## src/rtl/imem_loader_if.sv

```systemverilog
// Stream, IMEM-write and core-control signals shared by the program loader and its environment.
`timescale 1ns/1ps
interface imem_loader_if;
   logic        s_valid;
   logic [7:0]  s_data;
   logic        s_ready;
   logic        imem_we;
   logic [31:0] imem_addr;
   logic [31:0] imem_din;
   logic        core_rst_n;
   logic        done_flag;
   logic [31:0] cycles;
   logic        done;
   logic        timeout;
   logic        err;

   modport master (
      output s_valid, s_data, done_flag,
      input  s_ready, imem_we, imem_addr, imem_din, core_rst_n, cycles, done, timeout, err
   );

   modport slave (
      input  s_valid, s_data, done_flag,
      output s_ready, imem_we, imem_addr, imem_din, core_rst_n, cycles, done, timeout, err
   );
endinterface

```

## src/rtl/imem_loader.sv

```systemverilog
// Byte-stream program loader: fills IMEM from a little-endian byte stream, releases the
// core after a short hold, then supervises the run until done_flag or the cycle budget.
`timescale 1ns/1ps
module imem_loader #(
   parameter int unsigned DEPTH       = 64,
   parameter int unsigned MAX_CYCLES  = 1000,
   parameter int unsigned HOLD_CYCLES = 3
) (
   input logic          clk,
   input logic          rst,
   imem_loader_if.slave bus
);
   localparam int unsigned HOLD_W = (HOLD_CYCLES < 1) ? 1 : $clog2(HOLD_CYCLES + 1);

   localparam logic [2:0] S_HDR0 = 3'd0;
   localparam logic [2:0] S_HDR1 = 3'd1;
   localparam logic [2:0] S_LOAD = 3'd2;
   localparam logic [2:0] S_HOLD = 3'd3;
   localparam logic [2:0] S_RUN  = 3'd4;
   localparam logic [2:0] S_DONE = 3'd5;
   localparam logic [2:0] S_ERR  = 3'd6;

   logic [2:0]        state_q, state_n;
   logic [15:0]       n_words_q, n_words_n;
   logic [15:0]       word_idx_q, word_idx_n;
   logic [1:0]        byte_idx_q, byte_idx_n;
   logic [23:0]       word_buf_q, word_buf_n;
   logic [HOLD_W-1:0] hold_cnt_q, hold_cnt_n;
   logic              s_ready_q, s_ready_n;
   logic              imem_we_q, imem_we_n;
   logic [31:0]       imem_addr_q, imem_addr_n;
   logic [31:0]       imem_din_q, imem_din_n;
   logic              core_rst_n_q, core_rst_n_n;
   logic [31:0]       cycles_q, cycles_n;
   logic              done_q, done_n;
   logic              timeout_q, timeout_n;
   logic              err_q, err_n;

   logic              xfer;
   logic [15:0]       hdr_words;

   assign xfer      = s_ready_q & bus.s_valid;
   assign hdr_words = {bus.s_data, n_words_q[7:0]};

   // State and registered outputs
   always_ff @(posedge clk or posedge rst) begin
      if (rst) begin
         state_q      <= S_HDR0;
         n_words_q    <= '0;
         word_idx_q   <= '0;
         byte_idx_q   <= '0;
         word_buf_q   <= '0;
         hold_cnt_q   <= '0;
         s_ready_q    <= 1'b0;
         imem_we_q    <= 1'b0;
         imem_addr_q  <= '0;
         imem_din_q   <= '0;
         core_rst_n_q <= 1'b0;
         cycles_q     <= '0;
         done_q       <= 1'b0;
         timeout_q    <= 1'b0;
         err_q        <= 1'b0;
      end else begin
         state_q      <= state_n;
         n_words_q    <= n_words_n;
         word_idx_q   <= word_idx_n;
         byte_idx_q   <= byte_idx_n;
         word_buf_q   <= word_buf_n;
         hold_cnt_q   <= hold_cnt_n;
         s_ready_q    <= s_ready_n;
         imem_we_q    <= imem_we_n;
         imem_addr_q  <= imem_addr_n;
         imem_din_q   <= imem_din_n;
         core_rst_n_q <= core_rst_n_n;
         cycles_q     <= cycles_n;
         done_q       <= done_n;
         timeout_q    <= timeout_n;
         err_q        <= err_n;
      end
   end

   // Next-state and next-output logic
   always_comb begin
      state_n     = state_q;
      n_words_n   = n_words_q;
      word_idx_n  = word_idx_q;
      byte_idx_n  = byte_idx_q;
      word_buf_n  = word_buf_q;
      hold_cnt_n  = hold_cnt_q;
      imem_we_n   = 1'b0;
      imem_addr_n = imem_addr_q;
      imem_din_n  = imem_din_q;
      cycles_n    = cycles_q;
      done_n      = done_q;
      timeout_n   = timeout_q;

      case (state_q)
         S_HDR0: begin
            if (xfer) begin
               n_words_n[7:0] = bus.s_data;
               state_n        = S_HDR1;
            end
         end
         S_HDR1: begin
            if (xfer) begin
               n_words_n[15:8] = bus.s_data;
               word_idx_n      = '0;
               byte_idx_n      = '0;
               if ((hdr_words == 16'd0) || (32'(hdr_words) > DEPTH)) state_n = S_ERR;
               else                                                   state_n = S_LOAD;
            end
         end
         S_LOAD: begin
            if (xfer) begin
               byte_idx_n = byte_idx_q + 2'd1;
               case (byte_idx_q)
                  2'd0:    word_buf_n[7:0]   = bus.s_data;
                  2'd1:    word_buf_n[15:8]  = bus.s_data;
                  2'd2:    word_buf_n[23:16] = bus.s_data;
                  default: begin
                     // Final byte goes straight into the write data, not the buffer
                     imem_we_n   = 1'b1;
                     imem_addr_n = {14'd0, word_idx_q, 2'b00};
                     imem_din_n  = {bus.s_data, word_buf_q};
                     word_idx_n  = word_idx_q + 16'd1;
                     if (word_idx_q == (n_words_q - 16'd1)) begin
                        state_n    = S_HOLD;
                        hold_cnt_n = '0;
                     end
                  end
               endcase
            end
         end
         S_HOLD: begin
            if (hold_cnt_q == HOLD_W'(HOLD_CYCLES)) begin
               state_n  = S_RUN;
               cycles_n = '0;
            end else begin
               hold_cnt_n = hold_cnt_q + HOLD_W'(1);
            end
         end
         S_RUN: begin
            // done_flag takes priority over an exhausted budget
            if (bus.done_flag) begin
               state_n = S_DONE;
               done_n  = 1'b1;
            end else if (cycles_q >= MAX_CYCLES) begin
               state_n   = S_DONE;
               timeout_n = 1'b1;
            end else if (cycles_q != 32'hFFFF_FFFF) begin
               cycles_n = cycles_q + 32'd1;
            end
         end
         default: ;
      endcase

      s_ready_n    = (state_n == S_HDR0) || (state_n == S_HDR1) || (state_n == S_LOAD);
      core_rst_n_n = (state_n == S_RUN) || ((state_n == S_DONE) && done_n);
      err_n        = (state_n == S_ERR);
   end

   assign bus.s_ready    = s_ready_q;
   assign bus.imem_we    = imem_we_q;
   assign bus.imem_addr  = imem_addr_q;
   assign bus.imem_din   = imem_din_q;
   assign bus.core_rst_n = core_rst_n_q;
   assign bus.cycles     = cycles_q;
   assign bus.done       = done_q;
   assign bus.timeout    = timeout_q;
   assign bus.err        = err_q;
endmodule

```

## src/flat_wrapper.sv

```systemverilog
// flat-port wrapper written by rule: the top's interface ports become plain ports
module imem_loader_flat 
#(
   parameter int unsigned DEPTH       = 64,
   parameter int unsigned MAX_CYCLES  = 1000,
   parameter int unsigned HOLD_CYCLES = 3
)
  (clk, rst, bus_s_valid, bus_s_data, bus_done_flag, bus_s_ready, bus_imem_we, bus_imem_addr, bus_imem_din, bus_core_rst_n, bus_cycles, bus_done, bus_timeout, bus_err);
  imem_loader_if bus_i ();
  input logic clk;
  input logic rst;
  input wire logic [$bits(bus_i.s_valid)-1:0] bus_s_valid;
  input wire logic [$bits(bus_i.s_data)-1:0] bus_s_data;
  input wire logic [$bits(bus_i.done_flag)-1:0] bus_done_flag;
  output wire logic [$bits(bus_i.s_ready)-1:0] bus_s_ready;
  output wire logic [$bits(bus_i.imem_we)-1:0] bus_imem_we;
  output wire logic [$bits(bus_i.imem_addr)-1:0] bus_imem_addr;
  output wire logic [$bits(bus_i.imem_din)-1:0] bus_imem_din;
  output wire logic [$bits(bus_i.core_rst_n)-1:0] bus_core_rst_n;
  output wire logic [$bits(bus_i.cycles)-1:0] bus_cycles;
  output wire logic [$bits(bus_i.done)-1:0] bus_done;
  output wire logic [$bits(bus_i.timeout)-1:0] bus_timeout;
  output wire logic [$bits(bus_i.err)-1:0] bus_err;
  assign bus_i.s_valid = bus_s_valid;
  assign bus_i.s_data = bus_s_data;
  assign bus_i.done_flag = bus_done_flag;
  assign bus_s_ready = bus_i.s_ready;
  assign bus_imem_we = bus_i.imem_we;
  assign bus_imem_addr = bus_i.imem_addr;
  assign bus_imem_din = bus_i.imem_din;
  assign bus_core_rst_n = bus_i.core_rst_n;
  assign bus_cycles = bus_i.cycles;
  assign bus_done = bus_i.done;
  assign bus_timeout = bus_i.timeout;
  assign bus_err = bus_i.err;
  imem_loader #(.DEPTH(DEPTH), .MAX_CYCLES(MAX_CYCLES), .HOLD_CYCLES(HOLD_CYCLES)) u_core (.clk(clk), .rst(rst), .bus(bus_i));
endmodule
```

## config.mk

```make
export PLATFORM = sky130hd
export DESIGN_NAME = imem_loader_flat
export DESIGN_NICKNAME = d
export VERILOG_FILES = /design/src/rtl/imem_loader_if.sv /design/src/rtl/imem_loader.sv /design/src/flat_wrapper.sv
export SDC_FILE = /design/constraint.sdc
export NUM_CORES = 1
export LEC_CHECK = 0
export CORE_MARGIN = 2
export CORE_UTILIZATION = 46
export DETAILED_ROUTE_END_ITERATION = 12
export GPL_ROUTABILITY_DRIVEN = 0
export PLACE_DENSITY_LB_ADDON = 0.1
export RECOVER_POWER = 100
export SETUP_SLACK_MARGIN = 0.05
export SYNTH_ARGS = -nofsm -noshare
export SYNTH_HDL_FRONTEND = slang
export SYNTH_SLANG_ARGS = --single-unit
```

## constraint.sdc

```tcl
create_clock -name clk -period 4.8 [get_ports clk]
set_input_delay 0.48 -clock clk [delete_from_list [all_inputs] [get_ports clk]]
set_output_delay 0.48 -clock clk [all_outputs]
set_load 0.01 [all_outputs]
```

# After elaboration in Yosys (flattened, before gate mapping)
# Index checks and enable logic that the tools add are counted.
[word_totals] register_bits=149 in_bits=12 word_cells=107
[classes] add_sub_neg=5 magnitude_cmp=2 eq_ne=23 mux=32 bitwise=3 reduce_logical=24
[op_table] cell="$mux W32" count=4
[op_table] cell="$pmux W32 S2" count=1
[op_table] cell="$mux W16" count=3
[op_table] cell="$add A32 B1 Y32 const B" count=1
[op_table] cell="$ge A32 B10 Y1 const B" count=1
[op_table] cell="$ne A32 B32 Y1 const B" count=1
[op_table] cell="$pmux W16 S2" count=1
[op_table] cell="$mux W3" count=9
[op_table] cell="$reduce_and A3 Y1" count=6
[op_table] cell="$add A16 B1 Y16 const B" count=1
[op_table] cell="$eq A16 B16 Y1" count=1
[op_table] cell="$gt A16 B7 Y1 const B" count=1
[op_table] cell="$logic_not A16 Y1" count=1
[op_table] cell="$sub A16 B1 Y16 const B" count=1
[op_table] cell="$pmux W3 S5" count=1
[op_table] cell="$eq A3 B3 Y1 const B" count=4
[op_table] cell="$mux W2" count=6
[op_table] cell="$ne A2 B1 Y1 const B" count=5
[op_table] cell="$reduce_and A5 Y1" count=2
[op_table] cell="$eq A3 B2 Y1 const B" count=3
[op_table] cell="$ne A2 B2 Y1 const B" count=4
[op_table] cell="$pmux W2 S2" count=2
[op_table] cell="$eq A3 B1 Y1 const B" count=2
[op_table] cell="$logic_not A3 Y1" count=2
[op_table] cell="other kinds (13)" count=26

# Longest topological paths before layout
[logic_depth] word_depth=9 ltp_mapped=9 depth_no_buf=9

# Worst setup path after synthesis
# OpenSTA, ideal clock, no wires.
[synth_timing] path_type="reg-to-reg" start="reg u_core.n_words_q[7]" end="reg u_core.hold_cnt_q[1]" arrival_ps=2284 required_ps=4664 slack_ps=2379 path_stages_with_launch=8 path_buffers=1 synth_period_minus_slack_ps=2421 path_cell_list="dfrtp_1 buf_6 or3_4 or3_1 a211o_1 a2111o_1 nor4_2 o22ai_1"
[synth_via] elab_chain_len=4
[synth_lines] item="start, declared" line_no="imem_loader.sv:24" rtl="logic [15:0] n_words_q, n_words_n;"
[synth_lines] item="start signal, assigned" line_no="imem_loader.sv:65" rtl="n_words_q <= n_words_n;"
[synth_lines] item="$sub A16 B1 Y16" line_no="imem_loader.sv:126" rtl="if (word_idx_q == (n_words_q - 16'd1)) begin"
[synth_lines] item="$eq A16 B16 Y1" line_no="imem_loader.sv:126"
[synth_lines] item="$ne A2 B1 Y1 (no source line)"
[synth_lines] item="$reduce_and A5 Y1 (no source line)"
[synth_lines] item="end signal, assigned" line_no="imem_loader.sv:69" rtl="hold_cnt_q <= hold_cnt_n;"
[synth_lines] item="end, declared" line_no="imem_loader.sv:28" rtl="logic [HOLD_W-1:0] hold_cnt_q, hold_cnt_n;"
# No other way between the ends.
# A chain may end at the register's enable or synchronous reset.

# Worst setup path in the final report
[layout_timing] start="reg u_core.state_q[1]" end="reg u_core.cycles_q[18] (netlist: u_core.bus.cycles[18])"
[layout_via] elab_chain_len=3 word_cells_on_any_way=9
[layout_lines] item="start, declared" line_no="imem_loader.sv:23" rtl="logic [2:0] state_q, state_n;"
[layout_lines] item="start signal, assigned" line_no="imem_loader.sv:64" rtl="state_q <= state_n;"
[layout_lines] item="$eq A3 B3 Y1 or $eq A3 B2 Y1 (tied branches)" line_no="imem_loader.sv:97" rtl="case (state_q)"
[layout_lines] item="$ne A2 B2 Y1 (no source line) (tied with other cells)"
[layout_lines] item="$reduce_and A5 Y1 (no source line)"
[layout_lines] item="end signal, assigned" line_no="imem_loader.sv:75" rtl="cycles_q <= cycles_n;"
[layout_lines] item="end, declared" line_no="imem_loader.sv:34" rtl="logic [31:0] cycles_q, cycles_n;"
# Several ways; a longest one is shown, not always the timed one.

==> metrics.cfg <==
[run_status]
status = finished, violations left
violations = capacitance limit, slew limit

[worst_setup_path]
crit_top_cell = nor3b_1
critical_path_depth = 6
r2r_setup_slack_ps = 1910
crit_arrival_ps = 3240
crit_required_ps = 5150
cp-start-kind = register
cp_cell_sequence = nor3b_1 > nand2b_1 > o41ai_1 > nor3b_1 > a41oi_1 > nor2_1
slowest_stage = o41ai_1
critPathKind = reg2reg
path_max_fanout = 14
critPathBufInv = 0
crit_path_max_incr_delay_ps = 800
worstRegToRegCells = 6
endpoint_kind = register
critPathTopFamily = simple AND/OR/NAND/NOR gates

[timing]
final.setup.tns_ps = 0
max_freq_ghz = 0.346
tightest_slew_ps = 2600
drv_slew = 126
period_needed_ps = 2890
skew_ps = 5.46
finalCritPeriodShare = 0.602
hold_viol = 0
setup_viol = 0
slew_headroom = -0.736
rsz0062_at_grt = false

[yosys]
ys.flop_type = dfrtp_1
netlist_instances = 565
ys_top_cells_by_count = 149 x dfrtp_1, 89 x mux2_2, 42 x nor2_1
synth_edf_count = 0
yosysMostFrequentCell = dfrtp_1
synth-seq-cells = 149
asyncSetResetFlopFracSynth = 1.00
yosys_warnings = 0
synth_cell_type_count = 56
yosysTopAreaCellShare = 0.552
synthesis.area_um2 = 6750
yosys.area.top_type = dfrtp_1
synthTopCellsByArea = dfrtp_1 55%, mux2_2 15%, xor2_1 3.0%
syn_area_per_cell_um2 = 12.0
ys_seq_area_frac = 0.552

[global_route]
track_usage = 0.199
grt_pass1_vias = 4558
grt_max_degree = 126
grt-ovfl-total = 0
grt_pass1_wl_um = 24400
antenna_found_initial = 0

[power]
power.total_uw = 3620
p_leak_uw = 0.00419
power_density_nw_per_um2 = 428
ir_worst_vdd_v = 0.000252

[detailed_routing]
postRouteAntennaNets = 0
drt_iter0_markers = 179
via_per_inst = 5.38
drt-pass1-iter-count = 4
drc = 0
wirelength_um = 14800
wl_per_cell_um = 17.3
via_count = 4625

[layout]
nets = 683
fin_area_um2 = 8470
diodes = 0
syn_to_final_growth_pct = 25.4
drive_above_1_share = 0.193

[placement]
placed_area_um2 = 7830
post-dp-hpwl_um = 10100
port_buffers = 97

[clock_tree]
cts_sinks = 149
ctsHoldBuffers = 0
path_clk_slew_ps = 60
cts_buffer_depth = 2
root_buffer = clkbuf_16
postCtsResizedCells = 0
htree_levels = 4
cts_setup_buffers = 0
cts_tree = yes
cts_made_buffers = 17
clk_latency_ps = 420

[job]
maxCapViolations = 1

[floorplan]
fp.dieArea_um2 = 15700
die_h_um = 125
rows = 44
ioPinCount = 114
core_area_um2 = 14400
die_w_um = 125
initial_core_util = 0.468

[min_path]
hp-class = reg2reg
worstHoldPathCells = 1

==> cells in the final DEF, fill, tap and decap left out, types with 3 or more instances in the layout <==
master           count
and2_0              10
ha_1                 9
dfrtp_1            149
a211oi_1             5
nor2_1              42
or3_1                3
nand2_1             30
bufinv_16            5
and2_1               8
nand4_1             13
a31oi_1              5
xnor2_1             15
nand2b_1             5
or2_2                3
nor4_1              11
dlygate4sd3_1       88
inv_1               12
and4_1               5
nor3_1              10
a21oi_1              8
mux2_2              89
a41oi_1              3
conb_1              16
and3_1               6
clkinvlp_4           6
clkdlybuf4s50_1      9
xor2_1              23
clkbuf_16           17
o21ai_0             10
nor2b_1              6
clkbuf_8             3
nor3b_1              3
nand3_1             18
==> final cells by class <==
type,instances,area (µm²)
repair buffers,99,986
clock inverters,11,196
multi-input cells,382,2810
inverters,13,52.6
clock buffers,21,470
well taps,184,230
flip-flops and latches,149,3730
fillers,1181,5950
==> logic make-up (layout without fill, tap and decap cells) <==
| family | Yosys count | count (layout) | share of synthesized area |
|---|---|---|---|
| AOI/OAI and AO/OA | 48 | 48 | 0.0513 |
| other | 1 | 16 | 0.000555 |
| DFF | 149 | 149 | 0.552 |
| and+or+nand+nor | 182 | 182 | 0.144 |
| xor gates and xnor gates | 38 | 38 | 0.0493 |
| buffers and inverters | 49 | 144 | 0.0380 |
| adders and majority gates | 9 | 9 | 0.0167 |
| muxes | 89 | 89 | 0.148 |
==> through the flow <==
stage | hold WS [ps] | utilization | cells | setup WS (ps)
2_1_floorplan | 474 | - | 580 | 312
3_3_place_gp | 482 | 0.543 | 827 | 2100
3_5_place_dp | 488 | 0.543 | 827 | 2090
4_1_cts | 506 | 0.589 | 859 | 2070
5_1_grt | 514 | 0.587 | 859 | 1510
6_report | 499 | 0.587 | 859 | 1910
==> metal layers <==
metal | global-route usage | wire length, µm | part of all wire | vias to the layer above
met1 | 0.266 | 6710 | 0.45 | 2284
li1 | - | - | - | 2167
met3 | 0.0591 | 857 | 0.058 | 29
met2 | 0.303 | 6890 | 0.46 | 145
met5 | 0 | 0 | 0 | -
met4 | 0.0843 | 377 | 0.025 | 0
==> power by group <==
group	switching (µW)	total, µW	internal, µW	leakage, µW
logic	301	583	281	0.00186
clock network	524	1490	965	0.000308
registers	179	1550	1370	0.00202
total	1010	3620	2620	0.00419
==> state kept, by name, indices dropped and copies added (netlist names), 2 cells and up <==
signal and cells:
u_core.bus.imem_addr 16, u_core.state_q 3, u_core.byte_idx_q 2, u_core.hold_cnt_q 2, u_core.bus.cycles 32, u_core.word_buf_q 24
u_core.n_words_q 16, u_core.bus.imem_din 32, u_core.word_idx_q 16
==> path summary, 6_finish.rpt <==
check	endpoint	start
max in group asynchronous	u_core.bus.imem_addr[8]$_DFFE_PP0P_	rst
max	u_core.bus.cycles[18]$_DFFE_PP0P_	u_core.state_q[1]$_DFF_PP0_
min	u_core.bus.imem_addr[9]$_DFFE_PP0P_	u_core.bus.imem_addr[9]$_DFFE_PP0P_
min reg2reg	u_core.bus.imem_addr[9]$_DFFE_PP0P_	u_core.bus.imem_addr[9]$_DFFE_PP0P_
min in group asynchronous	u_core.bus.cycles[7]$_DFFE_PP0P_	rst
max reg2reg	u_core.bus.cycles[18]$_DFFE_PP0P_	u_core.state_q[1]$_DFF_PP0_
No activity file was read; power rests on OpenSTA's default activity.
